$ cat src/rtl/hog_pkg.sv
// Shared constants and types for the HOG cell-histogram datapath.
// Thresholds are tan(20/40/60/80 deg) in unsigned Q4.16.
package hog_pkg;

    localparam int unsigned NBINS = 9;

    localparam int unsigned T1 = 23853;
    localparam int unsigned T2 = 54992;
    localparam int unsigned T3 = 113512;
    localparam int unsigned T4 = 371674;

    typedef logic [3:0] bin_idx_t;

    typedef enum logic {
        EMPTY,
        FULL
    } out_state_t;

endpackage

$ cat src/rtl/tan_bin_classify.sv
// Combinational map from a signed Q(TAN_I).(TAN_F) tangent to one of nine
// unsigned-orientation bins (20 degrees each over 0..180).
module tan_bin_classify
    import hog_pkg::*;
#(
    parameter int unsigned TAN_W = 20
) (
    input  logic [TAN_W-1:0] tan,
    output bin_idx_t         bin
);

    localparam logic [TAN_W:0] TH1 = (TAN_W+1)'(T1);
    localparam logic [TAN_W:0] TH2 = (TAN_W+1)'(T2);
    localparam logic [TAN_W:0] TH3 = (TAN_W+1)'(T3);
    localparam logic [TAN_W:0] TH4 = (TAN_W+1)'(T4);

    logic           neg;
    logic [TAN_W:0] mag;
    logic           ge1, ge2, ge3, ge4;

    always_comb begin
        neg = tan[TAN_W-1];
        // One extra bit so the most negative code negates without wrapping.
        mag = neg ? (~{1'b1, tan} + (TAN_W+1)'(1)) : {1'b0, tan};
        ge1 = (mag >= TH1);
        ge2 = (mag >= TH2);
        ge3 = (mag >= TH3);
        ge4 = (mag >= TH4);

        if (!neg) begin
            if      (ge4) bin = bin_idx_t'(4);
            else if (ge3) bin = bin_idx_t'(3);
            else if (ge2) bin = bin_idx_t'(2);
            else if (ge1) bin = bin_idx_t'(1);
            else          bin = bin_idx_t'(0);
        end else begin
            if      (ge4) bin = bin_idx_t'(4);
            else if (ge3) bin = bin_idx_t'(5);
            else if (ge2) bin = bin_idx_t'(6);
            else if (ge1) bin = bin_idx_t'(7);
            else          bin = bin_idx_t'(8);
        end
    end

endmodule

$ cat src/rtl/cell_hist_acc.sv
// Accumulates gradient magnitudes into a 9-bin orientation histogram per
// CELL_N-sample cell and publishes each cell through a valid/ready register.
module cell_hist_acc
    import hog_pkg::*;
#(
    parameter  int unsigned MAG_W  = 13,
    parameter  int unsigned TAN_I  = 4,
    parameter  int unsigned TAN_F  = 16,
    parameter  int unsigned CELL_N = 64,
    localparam int unsigned BIN_W  = MAG_W + $clog2(CELL_N)
) (
    input  logic                   clk,
    input  logic                   rst,
    input  logic                   i_valid,
    input  logic [MAG_W-1:0]       magnitude,
    input  logic [TAN_I+TAN_F-1:0] tan,
    input  logic                   o_ready,
    output logic                   o_valid,
    output logic [NBINS*BIN_W-1:0] hist,
    output logic                   o_overflow
);

    localparam int unsigned TAN_W = TAN_I + TAN_F;
    localparam int unsigned CNT_W = $clog2(CELL_N);
    localparam logic [CNT_W-1:0] CNT_LAST = CNT_W'(CELL_N - 1);

    bin_idx_t cls_bin;

    tan_bin_classify #(
        .TAN_W(TAN_W)
    ) u_classify (
        .tan(tan),
        .bin(cls_bin)
    );

    // Stage 1: classified sample plus end-of-cell marker.
    logic [CNT_W-1:0] cnt;
    logic             s1_valid;
    logic             s1_last;
    bin_idx_t         s1_bin;
    logic [MAG_W-1:0] s1_mag;

    always_ff @(posedge clk or posedge rst) begin
        if (rst) begin
            cnt      <= '0;
            s1_valid <= 1'b0;
            s1_last  <= 1'b0;
            s1_bin   <= '0;
            s1_mag   <= '0;
        end else begin
            s1_valid <= i_valid;
            if (i_valid) begin
                s1_bin  <= cls_bin;
                s1_mag  <= magnitude;
                s1_last <= (cnt == CNT_LAST);
                cnt     <= cnt + CNT_W'(1);
            end
        end
    end

    // Stage 2: accumulate; the closing sample snapshots into the bank and clears.
    logic [BIN_W-1:0] acc      [NBINS];
    logic [BIN_W-1:0] acc_next [NBINS];
    logic [BIN_W-1:0] bank     [NBINS];
    logic             cell_done;

    always_comb begin
        for (int unsigned k = 0; k < NBINS; k++) begin
            acc_next[k] = acc[k] + ((s1_bin == bin_idx_t'(k)) ? BIN_W'(s1_mag) : '0);
        end
    end

    always_ff @(posedge clk or posedge rst) begin
        if (rst) begin
            cell_done <= 1'b0;
            for (int unsigned k = 0; k < NBINS; k++) begin
                acc[k]  <= '0;
                bank[k] <= '0;
            end
        end else begin
            cell_done <= s1_valid & s1_last;
            if (s1_valid) begin
                for (int unsigned k = 0; k < NBINS; k++) begin
                    if (s1_last) begin
                        bank[k] <= acc_next[k];
                        acc[k]  <= '0;
                    end else begin
                        acc[k]  <= acc_next[k];
                    end
                end
            end
        end
    end

    // Output register: hist only changes on load into EMPTY or on a transfer.
    out_state_t       state;
    logic [BIN_W-1:0] hist_r [NBINS];

    always_ff @(posedge clk or posedge rst) begin
        if (rst) begin
            state      <= EMPTY;
            o_valid    <= 1'b0;
            o_overflow <= 1'b0;
            for (int unsigned k = 0; k < NBINS; k++) begin
                hist_r[k] <= '0;
            end
        end else begin
            case (state)
                EMPTY: begin
                    if (cell_done) begin
                        for (int unsigned k = 0; k < NBINS; k++) begin
                            hist_r[k] <= bank[k];
                        end
                        state   <= FULL;
                        o_valid <= 1'b1;
                    end
                end
                FULL: begin
                    if (cell_done) begin
                        if (o_ready) begin
                            for (int unsigned k = 0; k < NBINS; k++) begin
                                hist_r[k] <= bank[k];
                            end
                        end else begin
                            o_overflow <= 1'b1;
                        end
                    end else if (o_ready) begin
                        state   <= EMPTY;
                        o_valid <= 1'b0;
                    end
                end
                default: begin
                    state   <= EMPTY;
                    o_valid <= 1'b0;
                end
            endcase
        end
    end

    always_comb begin
        hist = '0;
        for (int unsigned k = 0; k < NBINS; k++) begin
            hist[k*BIN_W +: BIN_W] = hist_r[k];
        end
    end

endmodule

$ cat config.mk
export PLATFORM = sky130hd
export DESIGN_NAME = cell_hist_acc
export DESIGN_NICKNAME = d
export VERILOG_FILES = /design/src/rtl/hog_pkg.sv /design/src/rtl/tan_bin_classify.sv /design/src/rtl/cell_hist_acc.sv
export SDC_FILE = /design/constraint.sdc
export NUM_CORES = 1
export LEC_CHECK = 0
export CAP_MARGIN = 10
export CELL_PAD_IN_SITES_DETAIL_PLACEMENT = 1
export CELL_PAD_IN_SITES_GLOBAL_PLACEMENT = 2
export CORE_MARGIN = 8
export CORE_UTILIZATION = 42
export DETAILED_ROUTE_END_ITERATION = 10
export PLACE_DENSITY = 0.88
export RECOVER_POWER = 50
export SETUP_SLACK_MARGIN = 0.3
export SLEW_MARGIN = 20
export SYNTH_ARGS = -nofsm -noshare
export SYNTH_HDL_FRONTEND = slang
export SYNTH_SLANG_ARGS = --single-unit
$ cat constraint.sdc
create_clock -name clk -period 33.5 [get_ports clk]
set_input_delay 6.7 -clock clk [delete_from_list [all_inputs] [get_ports clk]]
set_output_delay 6.7 -clock clk [all_outputs]
set_load 0.005 [all_outputs]
== Word-level counts from Yosys, hierarchy flattened ==
Cells that the tools add are included.
Storage, ports and cells
  register bits after elaboration: 542
  input port bits: 37
  word-level logic and storage cells: 113
Cells by class
  $add $sub $neg: 11
  $lt $le $gt $ge: 4
  equal/unequal tests: 13
  mux-type cells: 40
  bitwise gates (word level): 4
  reductions and logical operators: 5
Operators by type and width (number)
  two-way mux 171 bit: 3
  one-hot mux 171 bit (2 select lines): 1
  adder 19 x 13 -> 19 bit: 9
  two-way mux 19 bit: 9
  two-way mux 13 bit: 9
  two-way mux 4 bit: 8
  adder 21 x 1 -> 21 bit (second input constant): 1
  >= comparator 21 x 15 -> 1 bit (second input constant): 1
  >= comparator 21 x 16 -> 1 bit (second input constant): 1
  >= comparator 21 x 17 -> 1 bit (second input constant): 1
  >= comparator 21 x 19 -> 1 bit (second input constant): 1
  two-way mux 21 bit: 1
  inverter 21 bit: 1
  == test 4 x 3 -> 1 bit (second input constant): 4
  AND reduction 3 bit: 3
  == test 4 x 2 -> 1 bit (second input constant): 2
  inequality test 2 bit (second input constant): 4
  two-way mux 1 bit: 7
  adder 6 x 1 -> 6 bit (second input constant): 1
  == test 6 bit (second input constant): 1
  == test 4 x 1 -> 1 bit (second input constant): 1
  == test 4 bit (second input constant): 1
  logical NOT 4 bit: 1
  one-hot mux 1 bit (2 select lines): 2
  3 further kinds: 4

== Longest topological paths before layout ==
Gate-level depths: netlist of run 1.
  depth after elaboration: 9
  gate-level depth with buffers: 16
  gate-level depth less buffers: 16

== Hierarchy ==
Synthesis of run 1 repeated with hierarchy kept, for this count alone.
Unflattened totals
  cell total of the unflattened synthesis: 2680
  area, all modules: 28205.8 µm²
By module, submodules not included
  cell_hist_acc: instances 1, cells each 2549, area an instance 27314.9 µm²
  tan_bin_classify: instances 1, cells each 131, area an instance 890.9 µm²

== Least setup slack after synthesis of run 1 ==
OpenSTA, ideal clock, no wires.
  path type: input-to-reg
  from: input port tan[0]
  to: register s1_bin[0]
  arrival time: 9052 ps
  required time: 33363 ps
  setup slack: 24310 ps
  stages on the path: 12
  buffers on the path: 1
  cells stage by stage: inv_1 -> ha_1 -> or3b_2 -> clkbuf_1 -> o41ai_4 -> xnor2_1 -> a221oi_2 -> or2_2 -> nor3_1 -> o21ai_1 -> a31oi_2 -> o22ai_1
Between the ends
  cells in the longest elaborated chain, start to end: 9
  elaborated cells between the ends (all ways): 16
  classes of those cells: add/sub (1); order compare (4); mux (10); bitwise (1)
RTL lines
  from (decl): line cell_hist_acc.sv:16  | input logic [TAN_I+TAN_F-1:0] tan,
  inverter 21 bit: line tan_bin_classify.sv:24  | mag = neg ? (~{1'b1, tan} + (TAN_W+1)'(1)) : {1'b0, tan};
  adder 21 x 1 -> 21 bit: line tan_bin_classify.sv:24
  two-way mux 21 bit *: line tan_bin_classify.sv:24
  >= comparator 21 x 15 -> 1 bit: line tan_bin_classify.sv:25  | ge1 = (mag >= TH1);
  two-way mux 1 bit or two-way mux 4 bit (tied branches): line tan_bin_classify.sv:34, tan_bin_classify.sv:40
  two-way mux 4 bit (on tied branches): line tan_bin_classify.sv:33, tan_bin_classify.sv:39
  two-way mux 4 bit (on tied branches): line tan_bin_classify.sv:32, tan_bin_classify.sv:38
  two-way mux 4 bit (on tied branches): line tan_bin_classify.sv:31, tan_bin_classify.sv:37
  two-way mux 4 bit *: line tan_bin_classify.sv:30  | if (!neg) begin
  to (signal assigned): line cell_hist_acc.sv:53  | s1_bin <= cls_bin;
  to (decl): line cell_hist_acc.sv:40  | bin_idx_t s1_bin;
Mark *: on every way between the ends. The rest lies on a longest branch, timed or not.
A chain may end at the register's enable or synchronous reset.

==> flow_metrics.py, run 1 <==
metrics = {
    "outcome": {
        "status": "finished with violations",
        "violations": "capacitance limit, slew limit",
    },
    "timing": {
        "final-setup-viol-count": 0,
        "hold_ws_ns": 0.4742,
        "fmax_ghz": 0.07357,
        "hold_viol": 0,
        "period_minus_slack_ns": 13.59,
        "fin_skew_ns": 0.02521,
        "slew_headroom": -5.351,
        "worst_pin_slew_ns": 9.526,
        "drv_slew": 831,
        "final.setup.tns_ns": 0,
        "final.period_utilization": 0.4057,
        "rsz0062_at_grt": "no",
    },
    "critical_path": {
        "critical_path.max_fanout": 76,
        "cp-end-kind": "asynchronous set/reset pin",
        "crit_chain": "dlygate4sd3_1 > clkinvlp_2 > clkbuf_1 > buf_4 > buf_4 > buf_4",
        "slowest_delay_ns": 2.48,
        "critPathTopFamily": "buffers and inverters",
        "crit_slowest_cell": "clkbuf_1",
        "crit_end": "acc[52]",
        "r2r_setup_slack_ns": 22.24,
        "setup.worst_path.start": "rst",
        "rr_startpoint": "s1_valid",
        "cp.arrival_ns": 14.18,
        "timing.critical_path.mode_cell": "buf_4",
        "reg2reg_to": "acc[52]",
        "reg2regPathDepth": 4,
        "cp-start-kind": "primary input",
        "cp.depth": 6,
        "critical_path_class": "in2async",
        "path_buf_inv": 6,
        "cp.required_ns": 34.09,
    },
    "floorplan": {
        "die_area_sq_mm": 0.07427,
        "core_area_sq_mm": 0.06551,
        "io_pins": 210,
        "row_count": 94,
        "die-height_um": 272.5,
        "start_util": 0.4219,
        "dieWidth_um": 272.5,
    },
    "place": {
        "placed_area_sq_mm": 0.03054,
        "place_congestion": 0.8673,
        "port_buffers": 209,
        "hpwl_mm": 53.29,
    },
    "synthesis": {
        "synth-seq-cells": 542,
        "yosys.area_share.adder": 0.06130,
        "synth-seq-area-share": 0.4907,
        "synth_cell_types": 74,
        "syn_avg_cell_area_sq_um": 10.48,
        "synth_top_family_by_area": "compound AO/OA/AOI/OAI gates",
        "synth_mux_area_frac": 0.07719,
        "async_flop_share": 1.000,
        "synth-compound-area-share": 0.1568,
        "synth_xor_area_frac": 0.05261,
        "synth_area_sq_mm": 0.02764,
        "dominantRegCellSynth": "dfrtp_1",
        "synth_warnings": 0,
        "yosys.area.top_type": "dfrtp_1",
        "synthCells": 2637,
        "synth_area_leaders": "dfrtp_1, mux2_2, ha_1",
        "yosys.area_share.simple": 0.1330,
        "syn_nets": 2804,
        "synth_top_area_frac": 0.4907,
        "synth-edff-count": 0,
    },
    "global_routing": {
        "grt_pass1_vias": 22739,
        "grt_pass1_wl_mm": 128.6,
        "antenna_found_initial": 8,
        "track_usage": 0.2130,
        "grt_max_degree": 256,
        "gr-total-overflow": 0,
    },
    "power": {
        "power_mw": 2.004,
        "p_leak_nw": 14.68,
        "worst_ir_drop_vdd_uv": 45.34,
        "p_per_area_mw_per_mm2": 61.23,
    },
    "routing": {
        "avgViaCountPerCell": 5.609,
        "drc": 0,
        "antenna_left": 0,
        "dr_total_vias": 20876,
        "wl_per_cell_um": 21.44,
        "first_pass_iters": 5,
        "routed_wirelength_mm": 79.80,
        "initialDrtViolationCount": 1215,
    },
    "job": {
        "drv_cap": 9,
    },
    "finish": {
        "nFillCells": 7035,
        "final_core_util": 0.4995,
        "multi_input_area_sq_mm": 0.01329,
        "mostFrequentLayoutCells": "dfrtp_1, nand2_1, o21ai_0, clkdlybuf4s50_1, mux2_2",
        "final_layout_size_suffix_gt1_frac": 0.1182,
        "final_area_sq_mm": 0.03272,
        "area_delta_synth_final_pct": 18.40,
        "finalNetCount": 2967,
        "final_common_cell": "dfrtp_1",
        "regArea_sq_mm": 0.01356,
    },
    "clock_network": {
        "cts_hold_buf": 0,
        "cts.reportedPaths.clkPinSlew_ns": 0.06,
        "cts_tree": "done",
        "numCtsBuffers": 58,
        "clockBufferDepth": 3,
        "h-tree-depth": 2,
        "cts_resized": 0,
        "numClockSinks": 542,
        "clk_latency_ns": 0.62,
        "cts_root_buf": "clkbuf_16",
        "postCtsSetupBuffers": 0,
    },
    "hold_path": {
        "hp-class": "reg2reg",
    },
}
-- layout make-up --
cell class                 count  area share
sequential                   542      0.4145
multi-input combinational   1887      0.4061
timing repair buffer         233     0.06795
clock buffer                  73     0.04986
tap                          864     0.03304
clock inverter                37     0.01885
inverter                      78    0.009024
antenna                        8   0.0006118
-- worst register-to-register path: cells and delay by family, from the launching register on --
family,cells,cell delay [ns]
simple gates,1,1.88
flops,1,0.81
compound gates,2,1.73
buf+inv,1,6.74
-- per-stage QoR --
step	cells	setup WS [ns]
2_1_floorplan	2637	11.65
3_3_place_gp	3604	22.39
3_5_place_dp	3604	22.27
4_1_cts	3714	22.93
5_1_grt	3714	18.55
6_report	3722	19.91
-- power by group --
group          internal [mW]  total (mW)  switching, mW
Sequential             0.743       0.823         0.0805
Clock                  0.469       0.752          0.282
Combinational          0.177       0.429          0.252
-- routing by layer --
layer,part of all wire,vias up,track usage,wire [um]
met1,0.44,10642,0.2780,34870
met2,0.49,406,0.3608,38860
met5,0.00016,-,0,13
li1,-,9697,-,-
met3,0.048,129,0.03671,3825
met4,0.028,2,0.06446,2229
-- worst min path at each step --
stage	end	depth (start not counted)	from	slack, ns
finish	bank[113]	2	bank[113]	0.47
global route	bank[128]	2	bank[128]	0.49
CTS	cnt[5]	1	cnt[5]	0.48
detailed placement	cnt[5]	1	cnt[5]	0.47
global placement	o_overflow	1	o_overflow	0.46
floorplan	bank[0]	2	bank[0]	0.44
-- registers in the layout, indices dropped and copies added (netlist names), 4 cells and up --
name    flops
s1_bin      4
cnt         6
s1_mag     13
bank      171
acc       171
hist      171
-- logic make-up after synthesis --
logic type	Yosys count
xor gates and xnor gates	166
AOI/OAI and AO/OA	659
buffers and inverters	208
muxes	190
adders and majority gates	130
and+or+nand+nor	742
DFF	542
-- synth_stat cells, drive strengths merged, types with 25 or more instances --
cell type and number:
a31oi 30, clkbuf 119, nand2b 31, ha 121
or3 27, nor2 76, nand3 53, o2bb2ai 100
xnor2 88, and2 123, mux2 185, inv 78
nand2 286, nor3 57, o21ai 283, o31ai 32
xor2 78, a21o 25, dfrtp 542, a21oi 81
Note: power is estimated with default switching activity, not from simulation.
==> run 2, diff against run 1 <==
--- a/config.mk
+++ b/config.mk
@@ -9,9 +9,9 @@
 export CELL_PAD_IN_SITES_DETAIL_PLACEMENT = 1
 export CELL_PAD_IN_SITES_GLOBAL_PLACEMENT = 2
 export CORE_MARGIN = 8
-export CORE_UTILIZATION = 42
+export CORE_UTILIZATION = 39
 export DETAILED_ROUTE_END_ITERATION = 10
-export PLACE_DENSITY = 0.88
+export PLACE_DENSITY = 0.82
 export RECOVER_POWER = 50
 export SETUP_SLACK_MARGIN = 0.3
 export SLEW_MARGIN = 20
==> constraint.sdc (replaced) <==
create_clock -name clk -period 14 [get_ports clk]
set_input_delay 2.8 -clock clk [delete_from_list [all_inputs] [get_ports clk]]
set_output_delay 2.8 -clock clk [all_outputs]
set_load 0.005 [all_outputs]
==> flow_metrics.py, run 2 (synthesized netlist as in run 1, its figures left out) <==
metrics = {
    "power": {
        "p_leak_nw": 14.73,
        "p_sw_mw": 1.462,
        "clkPwrFrac": 0.366,
        "swShare": 0.3090,
        "comb_power_share": 0.217,
        "p_per_area_mw_per_mm2": 144.5,
        "worst_ir_drop_vdd_uv": 88.98,
        "seqPwrFrac": 0.417,
        "p_int_mw": 3.269,
    },
    "outcome": {
        "violations": "capacitance limit, slew limit",
        "status": "finished with violations",
    },
    "routing": {
        "wl_per_cell_um": 20.87,
        "antenna_left": 0,
        "dr_total_vias": 20601,
        "drc": 0,
        "avgViaCountPerCell": 5.437,
        "routed_wirelength_mm": 79.08,
        "first_pass_iters": 5,
        "initialDrtViolationCount": 1133,
    },
    "critical_path": {
        "crit_chain": "clkbuf_1 > nand2_1 > clkbuf_1 > clkbuf_1 > o21ai_0",
        "cp.arrival_ns": 9.24,
        "path_buf_inv": 3,
        "cp.required_ns": 14.34,
        "cp-end-kind": "flop",
        "critPathTopFamily": "buffers and inverters",
        "cp-start-kind": "flop",
        "critical_path.max_fanout": 99,
        "timing.critical_path.mode_cell": "clkbuf_1",
        "critical_path_class": "reg2reg",
        "crit_slowest_cell": "clkbuf_1",
        "slowest_delay_ns": 2.60,
    },
    "finish": {
        "mostFrequentLayoutCells": "dfrtp_1, nand2_1, o21ai_0, clkdlybuf4s50_1, mux2_2",
        "final_area_sq_mm": 0.03274,
        "area_delta_synth_final_pct": 18.45,
        "final_layout_size_suffix_gt1_frac": 0.1185,
        "finalNetCount": 2967,
        "final_common_cell": "dfrtp_1",
        "nFillCells": 7650,
        "multi_input_area_sq_mm": 0.01330,
        "regArea_sq_mm": 0.01356,
    },
    "timing": {
        "rsz0062_at_grt": "no",
        "final.setup.tns_ns": 0,
        "hold_viol": 0,
        "final.period_utilization": 0.6361,
        "final-setup-viol-count": 0,
        "drv_slew": 910,
        "fin_skew_ns": 0.03048,
        "period_minus_slack_ns": 8.905,
        "slew_headroom": -1.848,
        "hold_ws_ns": 0.4774,
        "fmax_ghz": 0.1123,
        "worst_pin_slew_ns": 4.272,
    },
    "floorplan": {
        "die_area_sq_mm": 0.07964,
        "row_count": 97,
        "start_util": 0.3940,
        "die-height_um": 282.2,
        "dieWidth_um": 282.2,
        "core_area_sq_mm": 0.07015,
        "io_pins": 210,
    },
    "place": {
        "port_buffers": 209,
        "place_congestion": 0.8412,
        "placed_area_sq_mm": 0.03063,
        "hpwl_mm": 53.36,
    },
    "clock_network": {
        "cts_root_buf": "clkbuf_16",
        "cts_hold_buf": 0,
        "cts_tree": "done",
        "cts_resized": 0,
        "cts.reportedPaths.clkPinSlew_ns": 0.07,
        "numCtsBuffers": 59,
        "clk_latency_ns": 0.62,
        "h-tree-depth": 2,
        "clockBufferDepth": 3,
        "numClockSinks": 542,
        "postCtsSetupBuffers": 0,
    },
    "global_routing": {
        "grt_pass1_vias": 22535,
        "gr-total-overflow": 0,
        "track_usage": 0.1991,
        "grt_max_degree": 148,
        "grt_pass1_wl_mm": 127.8,
        "antenna_found_initial": 11,
    },
    "hold_path": {
        "hp-class": "reg2reg",
    },
    "job": {
        "drv_cap": 14,
    },
}
[run 2: cell count changes in the layout (fill, tap and decap cells not counted), sizes merged]
cell,change
clkbuf,-1
clkinvlp,-1
bufinv,-3
clkinv,-1
buf,+2
clkdlybuf4s50,-17
diode,-3
inv,-2
dlygate4sd3,+17
[run 2: area by class of cell]
class | instances | area share
antenna | 5 | 0.0003822
timing repair buffer | 232 | 0.06864
tap | 940 | 0.03593
inverter | 78 | 0.009020
clock inverter | 30 | 0.01525
multi-input combinational | 1887 | 0.4061
sequential | 542 | 0.4143
clock buffer | 75 | 0.05030
[run 2: final timing paths]
check | startpoint | end | slack (ns) | cells past startpoint
worst max-delay path | s1_last | bank[138] | 5.09 | 5
max in group asynchronous | rst | hist[103] | 6.07 | 3
worst min register to register | bank[170] | bank[170] | 0.48 | 2
worst max register to register | s1_last | bank[138] | 5.09 | 5
min in group asynchronous | rst | bank[117] | 3.14 | 2
worst min-delay path | bank[170] | bank[170] | 0.48 | 2
[run 2: power groups by stage]
| stage | Sequential [mW] | Clock [mW] | Combinational [mW] |
|---|---|---|---|
| after floorplan | 1.91 | 0 | 0.761 |
| after global placement | 1.98 | 0 | 0.983 |
| after detailed placement | 1.99 | 0 | 1.03 |
| after CTS | 1.97 | 1.77 | 1.04 |
| after global routing | 2.00 | 1.83 | 1.16 |
| final | 1.97 | 1.73 | 1.03 |
[run 2: worst reg2reg max path, stage by stage, from the launching register on]
cell and delay (ns):
dfrtp_2 0.61, clkbuf_1 0.90, nand2_1 1.53, clkbuf_1 2.48, clkbuf_1 2.61, o21ai_0 0.51
[run 2: routing by layer]
layer / part of all wire / wire length [um] / vias to the layer above / global-route usage
li1: - / - / 9687 / -
met1: 0.45 / 35630 / 10460 / 0.2642
met2: 0.48 / 38180 / 341 / 0.3385
met3: 0.045 / 3525 / 109 / 0.03224
met4: 0.022 / 1717 / 4 / 0.05094
met5: 0.00034 / 27 / - / 0
[run 2: stage by stage]
stage	power (mW)	util	setup WS, ns	instances
after floorplan	2.675	-	3.828	2637
after global placement	2.964	0.4367	7.849	3679
after detailed placement	3.023	0.4367	7.685	3679
after CTS	4.786	0.4673	8.305	3784
after global routing	4.985	0.4665	4.027	3784
final	4.730	0.4667	5.095	3789
